<file path="src/rtl/vga_pkg.sv">
// Shared VGA timing definitions: the per-mode timing record, the default
// 640x480@60 mode, and helpers that derive the full line and frame lengths.
package vga_pkg;

    // Sync polarity fields: 1 = active-high, 0 = active-low.
    typedef struct packed {
        int unsigned h_visible;
        int unsigned h_front;
        int unsigned h_sync;
        int unsigned h_back;
        int unsigned v_visible;
        int unsigned v_front;
        int unsigned v_sync;
        int unsigned v_back;
        logic        h_sync_pol;
        logic        v_sync_pol;
    } vga_params_t;

    localparam vga_params_t VGA_640x480_60 = '{
        h_visible: 640, h_front: 16, h_sync: 96, h_back: 48,
        v_visible: 480, v_front: 10, v_sync: 2,  v_back: 33,
        h_sync_pol: 1'b0, v_sync_pol: 1'b0
    };

    function automatic int unsigned h_total(vga_params_t p);
        return p.h_visible + p.h_front + p.h_sync + p.h_back;
    endfunction

    function automatic int unsigned v_total(vga_params_t p);
        return p.v_visible + p.v_front + p.v_sync + p.v_back;
    endfunction

endpackage

</file>
<file path="src/rtl/vga_axis_counter.sv">
// One raster axis: a wrapping position counter advanced by tick_in, with
// decoded visible-region and (active-high) sync-window flags.
module vga_axis_counter #(
    parameter int unsigned visible = 640,
    parameter int unsigned front   = 16,
    parameter int unsigned sync    = 96,
    parameter int unsigned back    = 48,
    localparam int unsigned TOTAL  = visible + front + sync + back,
    localparam int          W      = $clog2(TOTAL)
) (
    input  logic         clk,
    input  logic         reset,
    input  logic         enable,
    input  logic         tick_in,
    output logic [W-1:0] cnt,
    output logic         wrap,
    output logic         active,
    output logic         sync_active
);

    localparam logic [W-1:0] LAST    = W'(TOTAL - 1);
    localparam logic [W-1:0] VIS_END = W'(visible);
    localparam logic [W-1:0] SYNC_LO = W'(visible + front);
    localparam logic [W-1:0] SYNC_HI = W'(visible + front + sync);

    assign wrap        = tick_in && (cnt == LAST);
    assign active      = (cnt < VIS_END);
    assign sync_active = (cnt >= SYNC_LO) && (cnt < SYNC_HI);

    // Position register: cleared while stopped, wraps after the last position.
    always_ff @(posedge clk) begin
        // NOTE: reset lives inside the clocked block (synchronous), and state uses <= so every
        // register samples pre-edge values regardless of block ordering.
        if (reset || !enable) begin
            cnt <= '0;
        end else if (tick_in) begin
            cnt <= wrap ? '0 : cnt + 1'b1;
        end
    end

endmodule

</file>
<file path="src/rtl/vga_timing_gen.sv">
// Raster sequencer: issues the next pixel coordinate to the source and
// registers the returned pixel with both syncs and the start pulses so that
// every output leaves the block on the same edge.
module vga_timing_gen
    import vga_pkg::*;
#(
    parameter vga_params_t params = VGA_640x480_60,
    parameter int          XW     = $clog2(params.h_visible),
    parameter int          YW     = $clog2(params.v_visible)
) (
    input  logic          clk,
    input  logic          reset,
    input  logic          enable,
    output logic [XW-1:0] pixel_x_target_next,
    output logic [YW-1:0] pixel_y_target_next,
    output logic          fetch_valid,
    input  logic          pixel_value_next,
    output logic          h_sync,
    output logic          v_sync,
    output logic          pixel_signal,
    output logic          frame_start,
    output logic          line_start
);

    localparam int HW = $clog2(h_total(params));
    localparam int VW = $clog2(v_total(params));

    logic [HW-1:0] h_cnt;
    logic [VW-1:0] v_cnt;
    logic          h_wrap;
    logic          h_active, v_active;
    logic          h_sync_act, v_sync_act;
    logic          visible;

    vga_axis_counter #(
        .visible (params.h_visible),
        .front   (params.h_front),
        .sync    (params.h_sync),
        .back    (params.h_back)
    ) u_h_axis (
        .clk         (clk),
        .reset       (reset),
        .enable      (enable),
        .tick_in     (1'b1),
        .cnt         (h_cnt),
        .wrap        (h_wrap),
        .active      (h_active),
        .sync_active (h_sync_act)
    );

    // The vertical axis advances once per completed line.
    vga_axis_counter #(
        .visible (params.v_visible),
        .front   (params.v_front),
        .sync    (params.v_sync),
        .back    (params.v_back)
    ) u_v_axis (
        .clk         (clk),
        .reset       (reset),
        .enable      (enable),
        .tick_in     (h_wrap),
        .cnt         (v_cnt),
        .wrap        (),
        .active      (v_active),
        .sync_active (v_sync_act)
    );

    // Fetch stage: coordinates are parked at zero during blanking.
    assign visible             = h_active && v_active;
    assign fetch_valid         = visible;
    assign pixel_x_target_next = visible ? h_cnt[XW-1:0] : '0;
    assign pixel_y_target_next = visible ? v_cnt[YW-1:0] : '0;

    // Output stage: one-cycle-late copy of the fetch stage; polarity applied here only.
    always_ff @(posedge clk) begin
        if (reset || !enable) begin
            pixel_signal <= 1'b0;
            h_sync       <= ~params.h_sync_pol;
            v_sync       <= ~params.v_sync_pol;
            frame_start  <= 1'b0;
            line_start   <= 1'b0;
        end else begin
            pixel_signal <= visible & pixel_value_next;
            h_sync       <= h_sync_act ? params.h_sync_pol : ~params.h_sync_pol;
            v_sync       <= v_sync_act ? params.v_sync_pol : ~params.v_sync_pol;
            frame_start  <= (h_cnt == '0) && (v_cnt == '0);
            line_start   <= (h_cnt == '0) && v_active;
        end
    end

endmodule

</file>
<file path="config.mk">
export PLATFORM = sky130hd
export DESIGN_NAME = vga_timing_gen
export DESIGN_NICKNAME = d
export VERILOG_FILES = /design/src/rtl/vga_pkg.sv /design/src/rtl/vga_axis_counter.sv /design/src/rtl/vga_timing_gen.sv
export SDC_FILE = /design/constraint.sdc
export NUM_CORES = 1
export LEC_CHECK = 0
export ABC_AREA = 1
export ABC_CLOCK_PERIOD_IN_PS = 1510
export CAP_MARGIN = 20
export CORE_MARGIN = 3
export CORE_UTILIZATION = 40
export DETAILED_ROUTE_END_ITERATION = 10
export PLACE_DENSITY = 0.75
export SLEW_MARGIN = 25
export SYNTH_ARGS = -nofsm -noshare
export SYNTH_HDL_FRONTEND = slang
export SYNTH_SLANG_ARGS = --single-unit
</file>
<file path="constraint.sdc">
create_clock -name clk -period 1.51 [get_ports clk]
set_input_delay 0.302 -clock clk [delete_from_list [all_inputs] [get_ports clk]]
set_output_delay 0.302 -clock clk [all_outputs]
set_load 0.01 [all_outputs]
</file>
==> run summary, run 1 <==
The flow ran to the end, but the final reports show violations. The final reports fail on setup timing. The run gives 0.650 as the share of the core filled with cells.

For this design the ratio of total power to cell area is 480 nW/um^2. STA classifies the critical path endpoint as an output pin. The worst-case IR drop observed on VDD is 0.330 mV. At the worst endpoint, the arrival time is 1530 ps.

The run gives 0.187 as the total global-route track usage. The sum of net half-perimeters after detailed placement is 3.06 mm, and the row count is 21. Between clock sinks in the finished design, the worst skew comes to 11.2 ps. In this run the cell area of the synthesized design comes to 1460 sq um. After clock tree synthesis, the clock-pin slew on the worst setup and hold paths is 150 ps.

The run gives 102 as the starting DRC count in detailed routing. TritonCTS built the clock tree. Max-slew violation count: 0.

The largest fanout on the critical path was 5; the post-synthesis average cell area was 6.44 sq um. For the final-layout worst hold slack, the log shows 500 ps. Category of the critical setup timing path: reg2out.

The worst setup path is launched from a register. The sequential area share after synthesis is 0.342, and the number of remaining DRC errors is 0. The overall via count from detail_route came out at 1693. Setup violations remaining at the end of the flow were counted as 20.

The worst path needs 1830 ps of the cycle, external delays included. Placer congestion estimate: 0.872. The clock tree root buffer cell was clkbuf_4. The die height is 66.5 um.

The final cycle utilization of the critical path works out to 1.21. The deepest clock path buffer count is 2. The clock reaches the later pin of the worst-skew pair after 330 ps. Synthesis inferred 25 register bits. The width of the die is 66.5 um. The final routed wire length divided by cell count was 12.7 um; the maximum level of the CTS H-tree was 1. In this run the remaining antenna-violating nets after routing total 0. The number of nets produced by synthesis is 235.

The number of hold violations in the final report is 0. For the number of clock buffers inserted by TritonCTS, the log shows 3. The via count of the first global-routing pass was 1539; the count of port buffers added during placement was 28. Maximum number of pins on one net before global-route repair: 16. Yosys printed 0 warnings. The number of antenna violations at the first check in global routing was 0. Counting distinct cell types in the post-synthesis netlist gives 22. At the worst endpoint, the required time is 1210 ps. The die covers 4420 sq um. Average via count per standard cell: 4.91.

Type of the most critical hold path: in2reg. Adding up every negative setup slack in the final design gives -5960 ps. Global routing finished with a remaining overflow of 0. The number of diodes came out at 0. For this run, the post-layout net count is 308. The tree built by TritonCTS fans out to 25 sinks. For the total wire length after detailed routing, the log shows 4.37 mm. Detailed-routing iteration count for the pre-antenna-repair pass: 5.

Total power: 1070 uW. The tool flagged a number of max-cap violations equal to 0. Timing analysis after detailed placement gives a worst setup slack of -271 ps. For this design the static power due to leakage is 0.00104 uW.

The tools report the upper clock frequency limit as 546 MHz. The setup slack after layout is -321 ps. Counting every instance in the synthesized netlist gives 227. The effective utilization at floorplan is 0.428, and the total I/O pin count is 29. The layout has 284 filler cells. The fraction of final layout cells with drive strength greater than 1 is 0.378. The run gives 0.806 as the max-slew headroom at the worst pin.

For the pin with the worst max-slew slack, the measured transition is 290 ps. The first-pass GRT wire length was 6.51 mm; the area growth from synthesis to final layout was 51.8%. Setup repair after global routing could not meet its margin everywhere. Placeable core region: 3420 sq um.
## where the power goes
part	internal [uW]	leakage [uW]	switching [uW]
Combinational	36.9	0.000821	40.7
Sequential	665	0.000207	4.18
Clock	101	0.0000139	219
Total	803	0.00104	264
## metal layers
layer / part of all wire / wire length [um] / vias to the layer above / GRT usage
met3: 0.062 / 270 / 12 / 0.0202
met5: 0 / 0 / - / 0
li1: - / - / 855 / -
met2: 0.50 / 2170 / 69 / 0.312
met1: 0.43 / 1870 / 757 / 0.257
met4: 0.016 / 70 / 0 / 0.0457
## worst max-delay path, stage by stage, from the launching register on
cell      delay [ps]
dfxtp_2          360
inv_2             50
nor3_4           180
inv_1             80
nand4_1          110
buf_6            140
buf_8            140
nor2_1            50
clkbuf_2         120
## metrics by stage
step	instance area, sq um	std cells
2_1_floorplan	1460	227
3_3_place_gp	2040	333
3_5_place_dp	2040	333
4_1_cts	2100	342
5_1_grt	2220	345
6_report	2220	345
## synthesized netlist by cell type
library cell	number	area [sq um]
nor3_2	3	30.0
inv_1	35	131
ha_1	4	50.1
nand4_1	8	50.1
nor2_1	52	195
buf_4	2	15.0
buf_2	1	5.00
a21oi_1	5	25.0
nand3_2	2	20.0
o21ai_0	2	10.0
inv_2	2	7.51
nor2_2	7	43.8
nor3_1	6	30.0
nand2_1	46	173
nor2_4	2	22.5
nand2_2	3	18.8
nor3b_2	2	25.0
dfxtp_1	25	500
o21ai_1	2	10.0
buf_6	1	11.3
nand3_1	16	80.1
xor2_1	1	8.76
## cell families after synthesis
family,Yosys count,share of synthesized area
xor+xnor,1,0.00599
compound gates,9,0.0308
fa+ha+maj,4,0.0342
simple gates,147,0.470
flops,25,0.342
buf+inv,41,0.116
## worst paths after layout
kind,to,startpoint,slack [ps],cells past startpoint
setup / recovery,pixel_x_target_next[9],u_v_axis.cnt[8],-320,8
hold / removal,pixel_signal,pixel_value_next,500,3
setup reg to reg,u_v_axis.cnt[6],u_v_axis.cnt[0],80,10
hold reg to reg,u_h_axis.cnt[0],u_h_axis.cnt[0],540,2
## area by class of cell
type	count	area, sq um	share of cell area
multi-input combinational	161	881	0.397
timing repair buffer	72	597	0.269
sequential	25	517	0.233
inverter	37	139	0.0625
tap	46	57.6	0.0259
clock buffer	3	22.5	0.0101
clock inverter	1	7.51	0.00338
## what timing repair did
| action | CTS | global route |
|---|---|---|
| setup buffers | 6 | 2 |
| gates cloned | 0 | 1 |
| hold buffers | 0 | 0 |
| pin swaps | 2 | 8 |
| endpoints found under the setup margin | 23 | 34 |
| resized for setup | 40 | 81 |
## registers in the layout, indices dropped and copies added (netlist names)
| signal | cells |
|---|---|
| frame_start | 1 |
| h_sync | 1 |
| pixel_signal | 1 |
| u_v_axis.cnt | 10 |
| line_start | 1 |
| v_sync | 1 |
| u_h_axis.cnt | 10 |
## layout by cell type, fill, tap and decap left out, types with 3 or more instances in the layout
| cell type | n |
|---|---|
| a21oi_1 | 5 |
| nand2_1 | 44 |
| nand3_1 | 16 |
| buf_6 | 9 |
| nor2_2 | 11 |
| nor2_4 | 8 |
| buf_2 | 3 |
| dlymetal6s2s_1 | 5 |
| nand2_2 | 3 |
| dfxtp_2 | 7 |
| nor3_1 | 6 |
| clkbuf_2 | 11 |
| inv_1 | 33 |
| buf_4 | 39 |
| nand4_1 | 8 |
| inv_2 | 4 |
| clkdlybuf4s50_1 | 3 |
| ha_1 | 3 |
| dfxtp_1 | 16 |
| clkbuf_4 | 3 |
| nor2_1 | 42 |
Power figures use the tool's default switching activity.
==> inputs of run 2 (changes only) <==
--- a/config.mk
+++ b/config.mk
@@ -8,7 +8,6 @@
 export ABC_AREA = 1
 export ABC_CLOCK_PERIOD_IN_PS = 1510
 export CAP_MARGIN = 20
-export CORE_MARGIN = 3
 export CORE_UTILIZATION = 40
 export DETAILED_ROUTE_END_ITERATION = 10
 export PLACE_DENSITY = 0.75
==> run 2 against run 1 <==
- combinational power down 2%
- die area fell by 12%
- clock power is 2% lower
- sequential cell count unchanged
- via count down 1.5%
- sequential share of layout area fell by 0.69 points
- sequential power barely moved
- the run still ends with setup timing left
- power fell by 0.57%
- register-to-register slack barely moved
- first-iteration DRC count is 6.9% lower
- highest routed layer unchanged
- critical endpoint is now pixel_y_target_next[4]
- clock skew down 4.8 ps
==> run summary, run 2 (synthesis results as in run 1) <==
The first-pass GRT wire length was 6.93 mm (+6.4%). The setup slack after layout is -488 ps (-166 ps), and the sum of net half-perimeters after detailed placement is 3.03 mm (-1.2%). The width of the die came out at 62.5 um (-6.0%). The fraction of final layout cells with drive strength greater than 1 is 0.409 (+0.0312), and the power per cell area is 469 nW/um^2 (-2.3%). The largest fanout on the critical path is 5 (unchanged). Share of the core filled with cells: 0.662 (+0.0117).

For the detailed-routing iteration count for the pre-antenna-repair pass, the log shows 4 (-1). The capturing element of the worst setup path is pixel_y_target_next[4]. Launching element of the worst setup path: u_v_axis.cnt[6]. The total global-route track usage came out at 0.223 (+0.0356).

The critical path startpoint category was a register. The tools report the logic gate share of total power as 0.072 (about the same). The peak supply drop was 0.443 mV (+34%); the required time of the worst setup path was 1210 ps (about the same). The run gives 3900 sq um (-12%) as the area enclosed by the die boundary. The final routed wire length divided by cell count was 11.8 um (-7.1%). The clock tree root buffer cell was clkbuf_4. The flow ran to the end, but the final reports show violations.

The placer congestion estimate is 0.851 (-2.4%). The logs give 0 (unchanged) for the number of nets with antenna violations after detailed routing and 15 (-1) for the maximum number of pins on one net before global-route repair. The signal on the critical path passes through nand2_2 -> nor3_4 -> inv_2 -> nand4_1 -> buf_4 -> buf_6 -> buf_6 -> nor2_1 -> buf_2.

Upper clock frequency limit: 501 MHz (-8.3%). The worst setup path is captured at an output pin. The internal portion of total power is 803 uW (about the same), and the deepest clock path buffer count is 2 (unchanged). The maximum level of the CTS H-tree came out at 1 (unchanged). The total of max-cap violations is 0 (unchanged). The type of the most critical hold path is in2reg.

The tools report the standby leakage power as 0.00108 uW (+3.9%). The worst-margin pin slew works out to 274 ps (-15.4 ps). Clock transition at the registers of the reported paths: 140 ps (about the same). Number of diodes: 0 (unchanged).

The worst setup skew after layout is 6.48 ps (-4.76 ps). The tools report the final-stage net count as 317 (+2.9%). The cell with the most instances on the worst path is buf_6. For the final setup violation count, the log shows 20 (unchanged). The largest registers in the layout are u_h_axis.cnt (10), u_v_axis.cnt (10). The die height is 62.5 um (-6.0%), and the number of clock buffers inserted by TritonCTS is 3 (unchanged).

Setup repair after global routing could not meet its margin everywhere. The run gives 2260 sq um (+1.8%) as the post-route cell area. For the starting DRC count in detailed routing, the log shows 95 (-6.9%). The max-slew headroom at the worst pin was 0.817 (+0.0108). The clock latency reported for the late side of the worst-skew pair is 330 ps (about the same), and the placeable core region is 3420 sq um (unchanged). The final reports fail on setup timing. The arrival time of data at the critical path endpoint was 1700 ps (+170 ps); the net switching fraction of the power was 0.243 (-0.00450). The tools report the TritonCTS sink count as 25 (unchanged). The count of port buffers added during placement was 28 (unchanged).

For the leftover overflow at the end of global routing, the log shows 0 (unchanged). Category of the critical setup timing path: reg2out. The via count of the first global-routing pass was 1559 (+1.3%); the average via count per standard cell was 4.71 (-4.0%). For the setup slack on the worst flop-to-flop path, the log shows 90 ps (about the same). The number of cells traversed by the worst register-to-register path was 10 (unchanged); the minimum period implied by the final worst setup slack was 2000 ps (+166 ps). The run gives 21 (unchanged) as the row count. TritonCTS built the clock tree. The capturing point of the worst reg2reg path is u_v_axis.cnt[6]. The largest incremental delay on the critical path is 360 ps (about the same).

The worst-path cell with the longest stage delay was dfxtp_2. Number of hold violations in the final report: 0 (unchanged). The effective utilization at floorplan came out at 0.428 (unchanged).

In this run the critical register-to-register path is launched from u_v_axis.cnt[0]. The post-placement cell area is 2040 sq um (unchanged). The logs give 0 (unchanged) for the number of remaining DRC errors and 0.297 (-0.003) for the share of total power in the clock network. The part of the total power dissipated in sequential elements is 0.631 (+0.004). In the layout the commonest cells are nand2_1, buf_4, nor2_1, inv_1, dfxtp_1.

The final cycle utilization of the critical path was 1.32 (+0.110); the count of hold buffers inserted by post-cts repair was 0 (unchanged). Compared with the post-synthesis result, the final layout area differs by 54.6%. The total I/O pin count came out at 29 (unchanged). For the total wire length after detailed routing, the log shows 4.17 mm (-4.7%).

The run gives 257 uW (-2.4%) as the reported net switching power. The overall via count from detail_route came out at 1668 (-1.5%). The run gives 0 (unchanged) as the number of antenna violations at the first check in global routing.

The tools report the max-slew violation count as 0 (unchanged).
[run 2: per-stage QoR]
stage | setup WS (ps) | instances | power [uW] | hold slack, ps | setup TNS, ps
after global routing | -579 | 354 | 1110 | 477 | -9890
after floorplan | 162 | 227 | 722 | 428 | 0
final | -488 | 354 | 1060 | 499 | -8080
after CTS | -433 | 352 | 1070 | 491 | -7540
after global placement | -276 | 333 | 761 | 537 | -5210
after detailed placement | -346 | 333 | 761 | 537 | -6270
[run 2: critical path, delay by kind of cell (launching register included)]
kind	cells	cell delay, ps
buf+inv	5	540
flops	1	360
simple gates	4	460
[run 2: how the worst min path moves through the flow]
stage	start	to	slack (ps)	cells past startpoint
floorplan	pixel_value_next	pixel_signal	430	2
global placement	u_h_axis.cnt[0]	u_h_axis.cnt[0]	540	2
detailed placement	u_h_axis.cnt[0]	u_h_axis.cnt[0]	540	2
CTS	pixel_value_next	pixel_signal	490	3
global route	pixel_value_next	pixel_signal	480	3
finish	pixel_value_next	pixel_signal	500	3
[run 2: power groups by stage]
stage	combinational, uW	sequential (uW)	clock, uW
after detailed placement	76.8	684	0
after global placement	76.7	684	0
final	76.1	670	315
after global routing	83.0	671	358
after CTS	74.5	669	321
after floorplan	35.6	686	0
[run 2: what timing repair did]
| item | CTS | global route |
|---|---|---|
| pin swaps | 7 | 5 |
| endpoints found under the setup margin | 22 | 35 |
| gates cloned | 1 | 0 |
| resized for setup | 103 | 34 |
| setup buffers | 14 | 4 |
[run 2: routing by layer]
layer	global-route usage	part of all wire	vias up	wire, um
met5	0	0	-	0
met3	0.0383	0.055	7	231
li1	-	-	865	-
met1	0.290	0.45	753	1870
met4	0.0727	0.016	0	68
met2	0.371	0.48	43	2000
[run 2: cell type report]
| type | instances | area, sq um |
|---|---|---|
| clock buffer | 3 | 22.5 |
| clock inverter | 1 | 5.00 |
| fill | 303 | 1150 |
| inverter | 37 | 139 |
| multi-input combinational | 161 | 868 |
| sequential | 25 | 510 |
| tap | 46 | 57.6 |
| timing repair buffer | 81 | 658 |
